**config.mk**
```make
export PLATFORM = sky130hd
export DESIGN_NAME = adc_frame_sequencer
export DESIGN_NICKNAME = d
export VERILOG_FILES = /design/src/rtl/adc_seq_pkg.sv /design/src/rtl/adc_sample_convert.sv /design/src/rtl/adc_frame_sequencer.sv
export SDC_FILE = /design/constraint.sdc
export NUM_CORES = 1
export LEC_CHECK = 0
export CORE_MARGIN = 5
export CORE_UTILIZATION = 35
export CTS_BUF_LIST = sky130_fd_sc_hd__clkbuf_8
export DETAILED_ROUTE_END_ITERATION = 8
export PLACE_DENSITY = 0.72
export SLEW_MARGIN = 10
export SYNTH_ARGS = -nofsm -noshare
export SYNTH_HDL_FRONTEND = slang
export SYNTH_SLANG_ARGS = --single-unit
```
**constraint.sdc**
```tcl
create_clock -name clk_clk -period 2.7 [get_ports clk_clk]
set_clock_uncertainty 0.05 [all_clocks]
set_input_delay 0.27 -clock clk_clk [delete_from_list [all_inputs] [get_ports clk_clk]]
set_output_delay 0.27 -clock clk_clk [all_outputs]
set_load 0.01 [all_outputs]
```
**src/rtl/adc_seq_pkg.sv**
```systemverilog
// Shared widths and FSM state encoding for the ADC frame sequencer.
package adc_seq_pkg;

  localparam int unsigned ADC_DATA_W = 12;
  localparam int unsigned AUDIO_W    = 16;
  localparam int unsigned CNT_W      = 8;

  // Sequencer state enumeration, kept as plain constants for legacy tools.
  typedef logic [1:0] adc_seq_state_t;

  localparam adc_seq_state_t IDLE    = 2'd0;
  localparam adc_seq_state_t WAIT_L  = 2'd1;
  localparam adc_seq_state_t WAIT_R  = 2'd2;
  localparam adc_seq_state_t PRESENT = 2'd3;

endpackage

```
**src/rtl/adc_sample_convert.sv**
```systemverilog
// Combinational offset-binary to two's-complement conversion, left-justified into the audio word.
module adc_sample_convert
  import adc_seq_pkg::*;
(
  input  logic [ADC_DATA_W-1:0] data,
  output logic [AUDIO_W-1:0]    sample
);

  // Flipping the MSB recentres mid-scale (0x800) onto zero.
  assign sample = {~data[ADC_DATA_W-1], data[ADC_DATA_W-2:0], {(AUDIO_W - ADC_DATA_W){1'b0}}};

endmodule

```
**src/rtl/adc_frame_sequencer.sv**
```systemverilog
// Assembles left/right ADC samples into stereo frames on a valid/ready handshake.
// Optional statistics counters are built when ADC_SEQ_STATS_EN is defined.
module adc_frame_sequencer
  import adc_seq_pkg::*;
#(
  parameter int unsigned LEFT_CH  = 1,
  parameter int unsigned RIGHT_CH = 2
) (
  input  logic                  clk_clk,
  input  logic                  reset_reset,
  input  logic                  enable,
  input  logic                  adc_response_valid,
  input  logic                  adc_response_startofpacket,
  input  logic                  adc_response_endofpacket,
  input  logic                  adc_response_empty,
  input  logic [4:0]            adc_response_channel,
  input  logic [ADC_DATA_W-1:0] adc_response_data,
  output logic                  frame_valid,
  input  logic                  frame_ready,
  output logic [AUDIO_W-1:0]    frame_left,
  output logic [AUDIO_W-1:0]    frame_right,
  output logic [CNT_W-1:0]      overrun_count,
  output logic [CNT_W-1:0]      sync_err_count
);

  localparam logic [4:0] LeftChan  = 5'(LEFT_CH);
  localparam logic [4:0] RightChan = 5'(RIGHT_CH);

  adc_seq_state_t     state_q, state_d;
  logic               left_beat, right_beat;
  logic               cap_left, cap_right;
  logic               inc_overrun, inc_sync;
  logic [AUDIO_W-1:0] sample;
  logic               unused_packet_sigs;

  assign unused_packet_sigs = ^{adc_response_startofpacket, adc_response_endofpacket,
                                adc_response_empty};

  assign left_beat  = adc_response_valid && (adc_response_channel == LeftChan);
  assign right_beat = adc_response_valid && (adc_response_channel == RightChan);

  // Both captures take the current beat, so one converter serves left and right.
  adc_sample_convert u_convert (
    .data   (adc_response_data),
    .sample (sample)
  );

  always_comb begin
    state_d     = state_q;
    cap_left    = 1'b0;
    cap_right   = 1'b0;
    inc_overrun = 1'b0;
    inc_sync    = 1'b0;
    if (!enable) begin
      state_d = IDLE;
    end else begin
      case (state_q)
        IDLE: state_d = WAIT_L;
        WAIT_L: begin
          if (left_beat) begin
            cap_left = 1'b1;
            state_d  = WAIT_R;
          end
        end
        WAIT_R: begin
          if (right_beat) begin
            cap_right = 1'b1;
            state_d   = PRESENT;
          end else if (left_beat) begin
            cap_left = 1'b1;
            inc_sync = 1'b1;
          end
        end
        PRESENT: begin
          // A beat in the handshake cycle is still dropped.
          inc_overrun = left_beat || right_beat;
          if (frame_ready) begin
            state_d = WAIT_L;
          end
        end
        default: state_d = IDLE;
      endcase
    end
  end

  always_ff @(posedge clk_clk or posedge reset_reset) begin
    if (reset_reset) begin
      state_q     <= IDLE;
      frame_left  <= '0;
      frame_right <= '0;
    end else begin
      state_q <= state_d;
      if (cap_left) begin
        frame_left <= sample;
      end
      if (cap_right) begin
        frame_right <= sample;
      end
    end
  end

  assign frame_valid = (state_q == PRESENT);

`ifdef ADC_SEQ_STATS_EN
  always_ff @(posedge clk_clk or posedge reset_reset) begin
    if (reset_reset) begin
      overrun_count  <= '0;
      sync_err_count <= '0;
    end else begin
      if (inc_overrun && (overrun_count != '1)) begin
        overrun_count <= overrun_count + 1'b1;
      end
      if (inc_sync && (sync_err_count != '1)) begin
        sync_err_count <= sync_err_count + 1'b1;
      end
    end
  end
`else
  logic unused_stats;
  assign unused_stats   = inc_overrun ^ inc_sync;
  assign overrun_count  = '0;
  assign sync_err_count = '0;
`endif

endmodule

```
# Yosys cells after proc, flatten, opt, wreduce, memory -nomap -nowiden
# Index checks and enable logic that the tools add are counted.
# W data, S select, Z words.
[totals]
in_bits = 25
regBits = 26
output_inout_bits = 49
word_cells = 28
[classes]
bitwise_logic = 1
mux = 12
n_eq_ne = 8
reduce_logical = 4
[op_table]
columns = ["op", "count"]
rows = [
  ["$mux W2", 4],
  ["$pmux W2 S4", 1],
  ["$mux W1", 6],
  ["$ne A3 B3 Y1 const B", 2],
  ["$eq A5 B1 Y1 const B", 1],
  ["$eq A5 B2 Y1 const B", 1],
  ["$eq A2 B2 Y1 const B", 2],
  ["$ne A3 B2 Y1 const B", 1],
  ["$reduce_and A3 Y1", 1],
  ["$eq A2 B1 Y1 const B", 1],
  ["$logic_and A1 B1 Y1", 2],
  ["$logic_not A2 Y1", 1],
  ["$pmux W1 S2", 1],
  ["$not A1 Y1", 1],
]

# Depth between registers and ports, before layout
[logic_depth]
ltp_word = 6
depth_mapped = 7
depth_no_buf = 6

# Cells and area by module
# A second synthesis with hierarchy kept.
[unflattened]
hier_cells = 126
area_unflattened_um2 = 1711.6
[modules_own_cells]
columns = ["mod", "seq_area_each_um2", "n_inst", "cells_each", "area_per_inst_um2"]
rows = [
  ["adc_frame_sequencer", 850.8, 1, 109, 1591.5],
  ["adc_sample_convert", 0.0, 1, 17, 120.1],
]

# Least setup slack after synthesis
# OpenSTA, ideal clock, no wires.
[synth_path]
kind = "input -> register"
start = "input port adc_response_channel[3]"
end = "register frame_left[10]"
slack_ps = 819
arrival_time_ps = 1706
stages = 5
required_ps = 2525
cell_sequence = "or4b_4 o21a_1 o21ai_2 buf_6 mux2_4"
[synth_between]
elab_chain_len = 6
elab_cells_between_ends = 8
classes_between = "eq/ne: 2; mux: 4; reduce/logical: 2"
[synth_lines]
columns = ["item", "line", "rtl"]
rows = [
  ["start: declaration", "adc_frame_sequencer.sv:16", "input logic [4:0] adc_response_channel,"],
  ["$eq A5 B1 Y1", "adc_frame_sequencer.sv:39", "assign left_beat = adc_response_valid && (adc_response_channel == LeftChan);"],
  ["$logic_and A1 B1 Y1", "adc_frame_sequencer.sv:39", ""],
  ["$mux W1", "adc_frame_sequencer.sv:60, adc_frame_sequencer.sv:69", ""],
  ["$mux W1", "n/a", ""],
  ["$pmux W1 S2 (*)", "adc_frame_sequencer.sv:57", "case (state_q)"],
  ["$mux W1 (*)", "adc_frame_sequencer.sv:54", "if (!enable) begin"],
  ["end signal: assignment", "adc_frame_sequencer.sv:94", "frame_left <= sample;"],
  ["end: declaration", "adc_frame_sequencer.sv:20", "output logic [AUDIO_W-1:0] frame_left,"],
]
# Mark *: on every way between the ends. The rest lies on a longest branch, timed or not.
# A chain may end at the register's enable or synchronous reset.

# Worst setup path in the final report
[layout_path]
start = "input port adc_response_channel[3]"
end = "register state_q[1]"
[layout_between]
elab_chain_len = 4
elab_cells_between_ends = 7
classes_between = "eq/ne: 4; reduce/logical: 3"
[layout_lines]
columns = ["item", "line", "rtl"]
rows = [
  ["$eq A5 B2 Y1 or $eq A5 B1 Y1 (tied branches)", "adc_frame_sequencer.sv:40, adc_frame_sequencer.sv:39", ""],
  ["$logic_and A1 B1 Y1, on equally long branches", "adc_frame_sequencer.sv:40, adc_frame_sequencer.sv:39", ""],
  ["$ne A3 B3 Y1 (no source line)", "n/a", ""],
  ["$reduce_and A3 Y1 (no source line) (*)", "n/a", ""],
  ["end signal: assignment", "adc_frame_sequencer.sv:92", "state_q <= state_d;"],
  ["end: declaration", "adc_frame_sequencer.sv:29", "adc_seq_state_t state_q, state_d;"],
]
# Marked as above.

==> flow_summary.toml <==
[outcome]
status = "finished, final reports clean"

[min_path]
min_path_type = "input port to asynchronous set/reset pin"

[drt]
dr.pass1.iters = 4
post-route-drc-count = 0
met3_length_um = 327
antenna_left = 0
drt-total-wl_um = 2890
drt_iter0_drc = 3
drt-met1-wl_um = 1080
wl_met2_um = 1480
vias = 862
wire_per_inst_um = 14.4
viasPerCell = 4.31
routed.top_layer = "met3"

[worst_setup_path]
crit_path_max_fanout = 4
endpoint_kind = "register"
arrival_ps = 2220
critPathLaunchType = "input port"
criticalPathCategory = "input port to register"
cp.required_ps = 2840

[global_routing]
grt_usage_pct = 11.0
grt_max_degree = 27
grt_pass1_vias = 943
grt_antenna_before_repair = 0
grt_overflow = 0
grt_pass1_wl_um = 4430

[clock_network]
numCtsBuffers = 3
cts-root-buf = "clkbuf_8"
cts_tree = "done"
cts_setup_buffers = 0
h-tree-depth = 1
ctsHoldBuffers = 0
clock_latency_ps = 270
cts_max_path_buffers = 2
clk_pin_slew_ps = 90
post_cts_resized = 0
cts_sinks = 26

[logic_synthesis]
syn-cell-area_um2 = 1340
synth_top_area_cell = "dfrtp_1"
ys_warn_count = 0
synthTopCellsByArea = "dfrtp_1 (49%), buf_4 (14%), mux2_2 (11%), mux2_4 (10%), ha_1 (2.8%)"
avgSynthCellArea_um2 = 13.2
ys_ff_latch = 26
synth_cell_type_count = 20
synth.top_cell.area_share_pct = 48.7
synthCells = 101
ys_seq_area_share_pct = 48.7

[timing]
setup_violations = 0
final_hold_viol_count = 0
rsz0062_at_grt = "no"
period_needed_ps = 2080
fmaxAchievable_mhz = 481
post-route-period-util_pct = 77.0
slew_violations = 0
fin_tns_setup_ps = 0

[place]
placed_area_um2 = 1780
dp_cells = 196
routabilityCongestion = 0.729
dp_hpwl_um = 2310
io_buffers = 46

[final_layout]
nets = 181
seqCellArea_um2 = 651
multi_input_area_um2 = 558
drive_above_1_share_pct = 22.4
diodes = 0
design_area_um2 = 1850
n_fill_cell = 339
finalNonFillerCells = 200
final_core_util_pct = 50.1
areaGrowthSynthToFinish_pct = 38.5

[die]
io_pins = 74
rows = 22
initial_core_util_pct = 36.2
coreArea_um2 = 3690
die_area_um2 = 5150
die_h_um = 71.8
die_x_um = 71.8

[power_and_ir_drop]
power_leakage_nw = 0.906
ir_worst_vdd_mv = 0.313
powerDensity_nw_per_um2 = 562

[run]
cap_viol_max_count = 0
==> cell usage after synthesis (all sizes together) <==
library cell  instances
buf                  26
dfrtp                26
mux2                 22
inv                   5
ha                    3
mux2i                 3
nand2                 2
nand2b                2
nor3                  2
o21a                  2
a211oi                1
conb                  1
nor2b                 1
nor4b                 1
o21ai                 1
o31a                  1
or3b                  1
or4b                  1
==> where the power goes <==
part	leakage [nW]	internal, mW	switching [mW]
registers	0.349	0.429	0.0280
clock network	0.0357	0.198	0.126
logic	0.522	0.148	0.110
total	0.906	0.776	0.264
==> kinds of logic (layout without fill, tap and decap cells) <==
kind of cell	after synthesis	count (layout)	synth area share, %
AO/OA/AOI/OAI	5	5	3.00
multiplexers	25	25	23.3
AND/OR/NAND/NOR	10	10	5.53
other	1	24	0.281
buffers and inverters	31	59	16.3
adder cells (fa/ha/maj)	3	3	2.81
flip-flops	26	26	48.7
==> layout make-up <==
class                      instances  share of cell area, %
sequential                        26                   35.2
clock buffer                       3                   2.23
timing repair buffer              50                   26.5
inverter                           5                   1.01
clock inverter                     1                   1.62
tap                               48                   3.25
multi-input combinational         67                   30.2
==> critical path, stage by stage <==
cell and delay, ps:
clkdlybuf4s50_1 390, or4b_4 570, or3b_1 390, a211oi_1 350, mux2i_1 250
==> cell usage in the layout (no fill, tap or decap) <==
cell type,count
buf_4,4
mux2i_1,3
ha_1,3
o31a_1,1
nand2_1,2
nor2b_1,1
bufinv_16,1
o21ai_2,1
mux2_2,13
conb_1,24
o21a_1,2
clkbuf_8,3
mux2_4,9
nor3_2,1
clkdlybuf4s50_1,46
nand2b_1,2
nor4b_2,1
dfrtp_1,26
nor3_1,1
or4b_4,1
or3b_1,1
a211oi_1,1
inv_1,5
==> path summary, 6_finish.rpt <==
kind	cells after the start	startpoint	slack [ps]	to
max reg2reg	7	state_q[0]$_DFFE_PP0P_	740	frame_left[7]$_DFFE_PP0P_
min in group clk_clk	1	frame_left[6]$_DFFE_PP0P_	470	frame_left[6]$_DFFE_PP0P_
max	5	adc_response_channel[3]	620	state_q[1]$_DFFE_PP0P_
min	3	reset_reset	300	frame_left[11]$_DFFE_PP0P_
max in group asynchronous	3	reset_reset	2050	frame_left[5]$_DFFE_PP0P_
min reg2reg	1	frame_left[6]$_DFFE_PP0P_	470	frame_left[6]$_DFFE_PP0P_
==> metrics by stage <==
stage	setup WS (ps)	hold WS, ps	power, mW
final	620	299	1.04
after global placement	363	441	0.706
after floorplan	819	260	0.615
after detailed placement	343	450	0.724
after global routing	519	338	1.09
after CTS	622	309	1.05
==> layer usage <==
layer  vias to the layer above  track usage, %
met1                       419            12.3
met4                         0            2.51
li1                        390               -
met2                        53            19.7
met5                         -               0
met3                         0            4.21
==> sequential cells by signal, summed over array words and instances, names as in the netlist <==
| name | cells |
|---|---|
| frame_left | 12 |
| frame_right | 12 |
| state_q | 2 |
Note: power is estimated with default switching activity, not from simulation.
==> variant 1 (same settings) <==
Add a define of `ADC_SEQ_STATS_EN`.
--- a/src/rtl/adc_frame_sequencer.sv
+++ b/src/rtl/adc_frame_sequencer.sv
@@ -1,5 +1,7 @@
 // Assembles left/right ADC samples into stereo frames on a valid/ready handshake.
 // Optional statistics counters are built when ADC_SEQ_STATS_EN is defined.
+`define ADC_SEQ_STATS_EN
+
 module adc_frame_sequencer
   import adc_seq_pkg::*;
 #(
Behaviour: not the same (Yosys sat finds a counterexample within 4 cycles, from zero or initial values and one cycle with reset_reset high).
==> variant 1 against the unedited design <==
- sequential cell count increased by 16
- total power increased by 42%
- synthesized area increased by 47%
- final cell count increased by 50%
- count of clock-buffer cells in the layout increased by 2
- combinational power increased by 26%
- via count increased by 68%
- synthesized cell count increased by 55%
- cell area increased by 49%
- routed wire length increased by 44%
- register-to-register slack improved by 60 ps
- worst setup slack improved by 20 ps
- critical path type unchanged
- largest cell class unchanged
==> variant 1: results (changes against the unedited design) <==
<table>
<tr><th>Metric</th><th>Value</th></tr>
<tr><th colspan="2">Placed design</th></tr>
<tr><td>Setup WS pre-CTS</td><td>303.4 ps (-39.43 ps)</td></tr>
<tr><td>GP Congestion</td><td>0.7959 (+9.1%)</td></tr>
<tr><td>PortBufs</td><td>62 (+35%)</td></tr>
<tr><td>Cell count after placement</td><td>291 (+48%)</td></tr>
<tr><th colspan="2">Finish</th></tr>
<tr><td>Fraction of final layout cells sized beyond drive strength 1</td><td>0.1762 (-0.04747)</td></tr>
<tr><td>FILL cells</td><td>516 (+52%)</td></tr>
<tr><td>Registers with the most flip-flops</td><td>frame_left (12), frame_right (12)</td></tr>
<tr><td>Count of placed standard cells in the final layout, fillers left out</td><td>299 (+50%)</td></tr>
<tr><th colspan="2">Status</th></tr>
<tr><td>Run status</td><td>complete, no violations</td></tr>
<tr><th colspan="2">Synthesis</th></tr>
<tr><td>Post-synthesis average cell area</td><td>12.54 um^2 (-5.2%)</td></tr>
<tr><td>Leading post-synthesis cells by instance count</td><td>sky130_fd_sc_hd__dfrtp_1, sky130_fd_sc_hd__mux2_2, sky130_fd_sc_hd__xor2_1</td></tr>
<tr><td>Count of different cell masters after synthesis</td><td>34 (+70%)</td></tr>
<tr><td>Share of the synthesized netlist area taken by xor and xnor gates</td><td>0.05340 (+0.05340)</td></tr>
<tr><td>Compound-gate portion of the synthesized area</td><td>0.05722 (+0.02722)</td></tr>
<tr><td>Sequential element share of the synthesized area</td><td>0.5340 (+0.04666)</td></tr>
<tr><th colspan="2">Drt</th></tr>
<tr><td>Number of vias after detailed routing</td><td>1451 (+68%)</td></tr>
<tr><td>Top routing layer used</td><td>met4</td></tr>
<tr><td>Detailed-route wire length on metal 1</td><td>1.751 mm (+63%)</td></tr>
<tr><td>Final routed wirelength across all metal layers</td><td>4.172 mm (+44%)</td></tr>
<tr><td>Count of routing violations after the opening detailed-route iteration</td><td>42 (+39)</td></tr>
<tr><td>Total met3 wirelength after detailed routing</td><td>418 um (+28%)</td></tr>
<tr><th colspan="2">Global routing</th></tr>
<tr><td>Pin count of the biggest net entering global routing</td><td>32 (+19%)</td></tr>
<tr><th colspan="2">Power and ir drop</th></tr>
<tr><td>Maximum vdd drop</td><td>0.0003696 V (+18%)</td></tr>
<tr><th colspan="2">Worst setup path</th></tr>
<tr><td>WP data arrival</td><td>2190 ps (-30 ps)</td></tr>
<tr><td>R2r worst-path depth</td><td>6 (-1)</td></tr>
<tr><td>Capturing point of the worst reg2reg path</td><td>frame_left[5]</td></tr>
<tr><th colspan="2">STA</th></tr>
<tr><td>Worst hold margin</td><td>337.2 ps (+37.74 ps)</td></tr>
<tr><td>Period Utilization, post-route</td><td>0.7630 (-0.007379)</td></tr>
<tr><th colspan="2">Clocking</th></tr>
<tr><td>H-tree depth</td><td>2 (+1)</td></tr>
<tr><td>Latest clock arrival within the worst-skew pair</td><td>290 ps (+20 ps)</td></tr>
</table>
variant 1: cell count changes in the layout (fill, tap and decap cells not counted), moves of 12 or more:
| cell | delta |
|---|---|
| sky130_fd_sc_hd__mux2_2 | +12 |
| sky130_fd_sc_hd__dfrtp_1 | +16 |
| sky130_fd_sc_hd__xor2_1 | +12 |
| sky130_fd_sc_hd__clkdlybuf4s50_1 | +16 |
| sky130_fd_sc_hd__conb_1 | -16 |
variant 1: critical path: stages:
cell and delay, ps:
sky130_fd_sc_hd__clkdlybuf4s50_1 440, sky130_fd_sc_hd__nor4b_4 550, sky130_fd_sc_hd__o2111ai_2 290, sky130_fd_sc_hd__nor2_1 280, sky130_fd_sc_hd__mux2_2 360
variant 1: power breakdown:
| group | internal [mW] | switching [mW] | total, mW |
|---|---|---|---|
| Sequential | 0.688 | 0.0430 | 0.731 |
| Combinational | 0.187 | 0.136 | 0.324 |
| Clock | 0.185 | 0.231 | 0.416 |
| Total | 1.06 | 0.411 | 1.47 |
variant 1: cell families after synthesis:
family / count (synthesis)
and+or+nand+nor: 43
AOI/OAI and AO/OA: 14
adders and majority gates: 5
buffers and inverters: 15
muxes: 25
xor gates and xnor gates: 12
other: 1
DFF: 42
variant 1: cell type report:
cell class / instances / area share
clock inverters: 3 / 0.008640
well taps: 72 / 0.03274
flip-flops and latches: 42 / 0.3820
multi-input cells: 107 / 0.3097
inverters: 4 / 0.005457
repair buffers: 66 / 0.2365
clock buffers: 5 / 0.02501
variant 1: through the flow:
stage / utilization / power [mW] / cell area, um^2
after floorplan: - / 0.9054 / 1994
after global placement: 0.4858 / 1.064 / 2659
after detailed placement: 0.4858 / 1.072 / 2659
after CTS: 0.5027 / 1.499 / 2751
after global routing: 0.5027 / 1.562 / 2751
final: 0.5027 / 1.471 / 2751
variant 1: how the worst max path moves through the flow:
| stage | from | to | cells past startpoint |
|---|---|---|---|
| after floorplan | state_q[0] | frame_left[10] | 6 |
| after detailed placement | adc_response_channel[3] | overrun_count[1] | 5 |
| after global placement | adc_response_channel[3] | overrun_count[1] | 5 |
| after CTS | adc_response_channel[3] | overrun_count[1] | 5 |
| after global routing | adc_response_channel[3] | overrun_count[1] | 5 |
| final | adc_response_channel[3] | overrun_count[1] | 5 |
variant 1: per-layer routing:
layer | global-route usage | vias to the layer above
met5 | 0 | -
met3 | 0.06117 | 5
met4 | 0.03022 | 0
met2 | 0.1879 | 44
li1 | - | 689
met1 | 0.1398 | 713
==> variant 2 (same settings) <==
Without the edit above. Change the package constant `AUDIO_W` from 16 to 32.
--- a/src/rtl/adc_seq_pkg.sv
+++ b/src/rtl/adc_seq_pkg.sv
@@ -2,7 +2,7 @@
 package adc_seq_pkg;
 
   localparam int unsigned ADC_DATA_W = 12;
-  localparam int unsigned AUDIO_W    = 16;
+  localparam int unsigned AUDIO_W    = 32;
   localparam int unsigned CNT_W      = 8;
 
   // Sequencer state enumeration, kept as plain constants for legacy tools.
Interface: changed (resized frame_left and frame_right); port bits go from 74 to 106. The function was not compared with the original's and may differ.
==> variant 2 against the unedited design <==
- clock power down 24%
- die area up 15%
- first-iteration DRC count rose to 7.0 times the old value
- synthesized area up 18%
- maximum frequency up 0.90%
- routed wire length down 0.87%
- worst setup slack better by 19 ps
- critical path type unchanged
- total power down 6.9%
- hold slack better by 0.58 ps
- via count up 3.6%
- sequential cell count unchanged
- cell area up 6.2%
==> variant 2: results (changes against the unedited design) <==
<table>
<tr><th>Metric</th><th>Value</th></tr>
<tr><th colspan="2">Status</th></tr>
<tr><td>Run status</td><td>complete, no violations</td></tr>
<tr><th colspan="2">Power and ir drop</th></tr>
<tr><td>Leakage power summed over all cells</td><td>1.005 nW (+11%)</td></tr>
<tr><td>Maximum vdd drop</td><td>0.0003624 V (+16%)</td></tr>
<tr><th colspan="2">Global routing</th></tr>
<tr><td>Met3 track utilization from global routing</td><td>0.03513 (-0.006947)</td></tr>
<tr><td>Met2 track demand over resource</td><td>0.1706 (-0.02631)</td></tr>
<tr><td>Wire length of the first global-routing pass</td><td>4.436 mm (+0.16%)</td></tr>
<tr><td>Overall track demand over capacity in global routing</td><td>0.09177 (-0.01836)</td></tr>
<tr><th colspan="2">Placed design</th></tr>
<tr><td>Placed cell areas</td><td>1908 um^2 (+7.3%)</td></tr>
<tr><td>Post-DP HPWL</td><td>2.293 mm (-0.57%)</td></tr>
<tr><td>GP Congestion</td><td>0.7566 (+3.7%)</td></tr>
<tr><td>Setup WS pre-CTS</td><td>346.3 ps (+3.557 ps)</td></tr>
<tr><th colspan="2">Drt</th></tr>
<tr><td>TritonRoute pass-1 iters</td><td>2 (-2)</td></tr>
<tr><td>Count of routing violations after the opening detailed-route iteration</td><td>21 (+18)</td></tr>
<tr><td>Detailed-route wire length on metal 1</td><td>1.030 mm (-4.4%)</td></tr>
<tr><td>Top routing layer used</td><td>met4</td></tr>
<tr><td>Routed wl met2</td><td>1.487 mm (+0.27%)</td></tr>
<tr><td>Routed wire per std cell</td><td>12.18 um (-16%)</td></tr>
<tr><td>Number of vias after detailed routing</td><td>893 (+3.6%)</td></tr>
<tr><th colspan="2">Worst setup path</th></tr>
<tr><td>CP top delay family</td><td>buffers and inverters</td></tr>
<tr><td>Maximum fanout count along the critical path</td><td>12 (+8)</td></tr>
<tr><td>Capturing point of the worst reg2reg path</td><td>frame_left[28]</td></tr>
<tr><td>Capture point of the worst path</td><td>frame_left[29]</td></tr>
<tr><td>WP data arrival</td><td>2170 ps (-50 ps)</td></tr>
<tr><th colspan="2">Finish</th></tr>
<tr><td>Layout Nets</td><td>212 (+17%)</td></tr>
<tr><td>Fraction of final layout cells sized beyond drive strength 1</td><td>0.1803 (-0.04336)</td></tr>
<tr><td>Most frequent standard cell in the layout excluding fill and tap cells</td><td>sky130_fd_sc_hd__conb_1</td></tr>
<tr><th colspan="2">STA</th></tr>
<tr><td>Period Utilization, post-route</td><td>0.7635 (-0.006893)</td></tr>
<tr><th colspan="2">Synthesis</th></tr>
<tr><td>Leading post-synthesis cells by instance count</td><td>sky130_fd_sc_hd__buf_4, sky130_fd_sc_hd__dfrtp_1, sky130_fd_sc_hd__mux2_2</td></tr>
<tr><td>Mux contribution to synthesized area</td><td>0.1978 (-0.03559)</td></tr>
<tr><td>Compound-gate portion of the synthesized area</td><td>0.02542 (-0.004574)</td></tr>
<tr><td>Sequential element share of the synthesized area</td><td>0.4130 (-0.07432)</td></tr>
</table>
variant 2: changes by cell type in the layout (fill, tap and decap cells not counted), sizes merged:
cell    delta
conb      +32
buf        -1
bufinv     -1
clkbuf     +1
variant 2: stage by stage:
step,hold WS [ps],instances,power [mW]
final,300.1,235,0.9676
after floorplan,260.0,188,0.6690
after CTS,308.3,235,0.9857
after global routing,330.4,235,1.032
after detailed placement,444.9,231,0.7321
after global placement,439.1,231,0.7271
variant 2: cell type report:
type                    instances  area (um^2)
clock buffers                   4        55.05
fillers                       399         2391
inverters                       5        18.77
multi-input cells              99        678.2
flip-flops and latches         26        650.6
well taps                      52        65.06
repair buffers                 49        495.5
variant 2: power breakdown:
group,switching [mW],internal (mW)
sequential,0.0250,0.429
combinational,0.122,0.147
clock,0.115,0.130
total,0.261,0.706
variant 2: worst min-delay path, cell delays in order:
cell and delay [ps]:
sky130_fd_sc_hd__clkdlybuf4s50_1 390, sky130_fd_sc_hd__inv_1 50, sky130_fd_sc_hd__buf_4 310
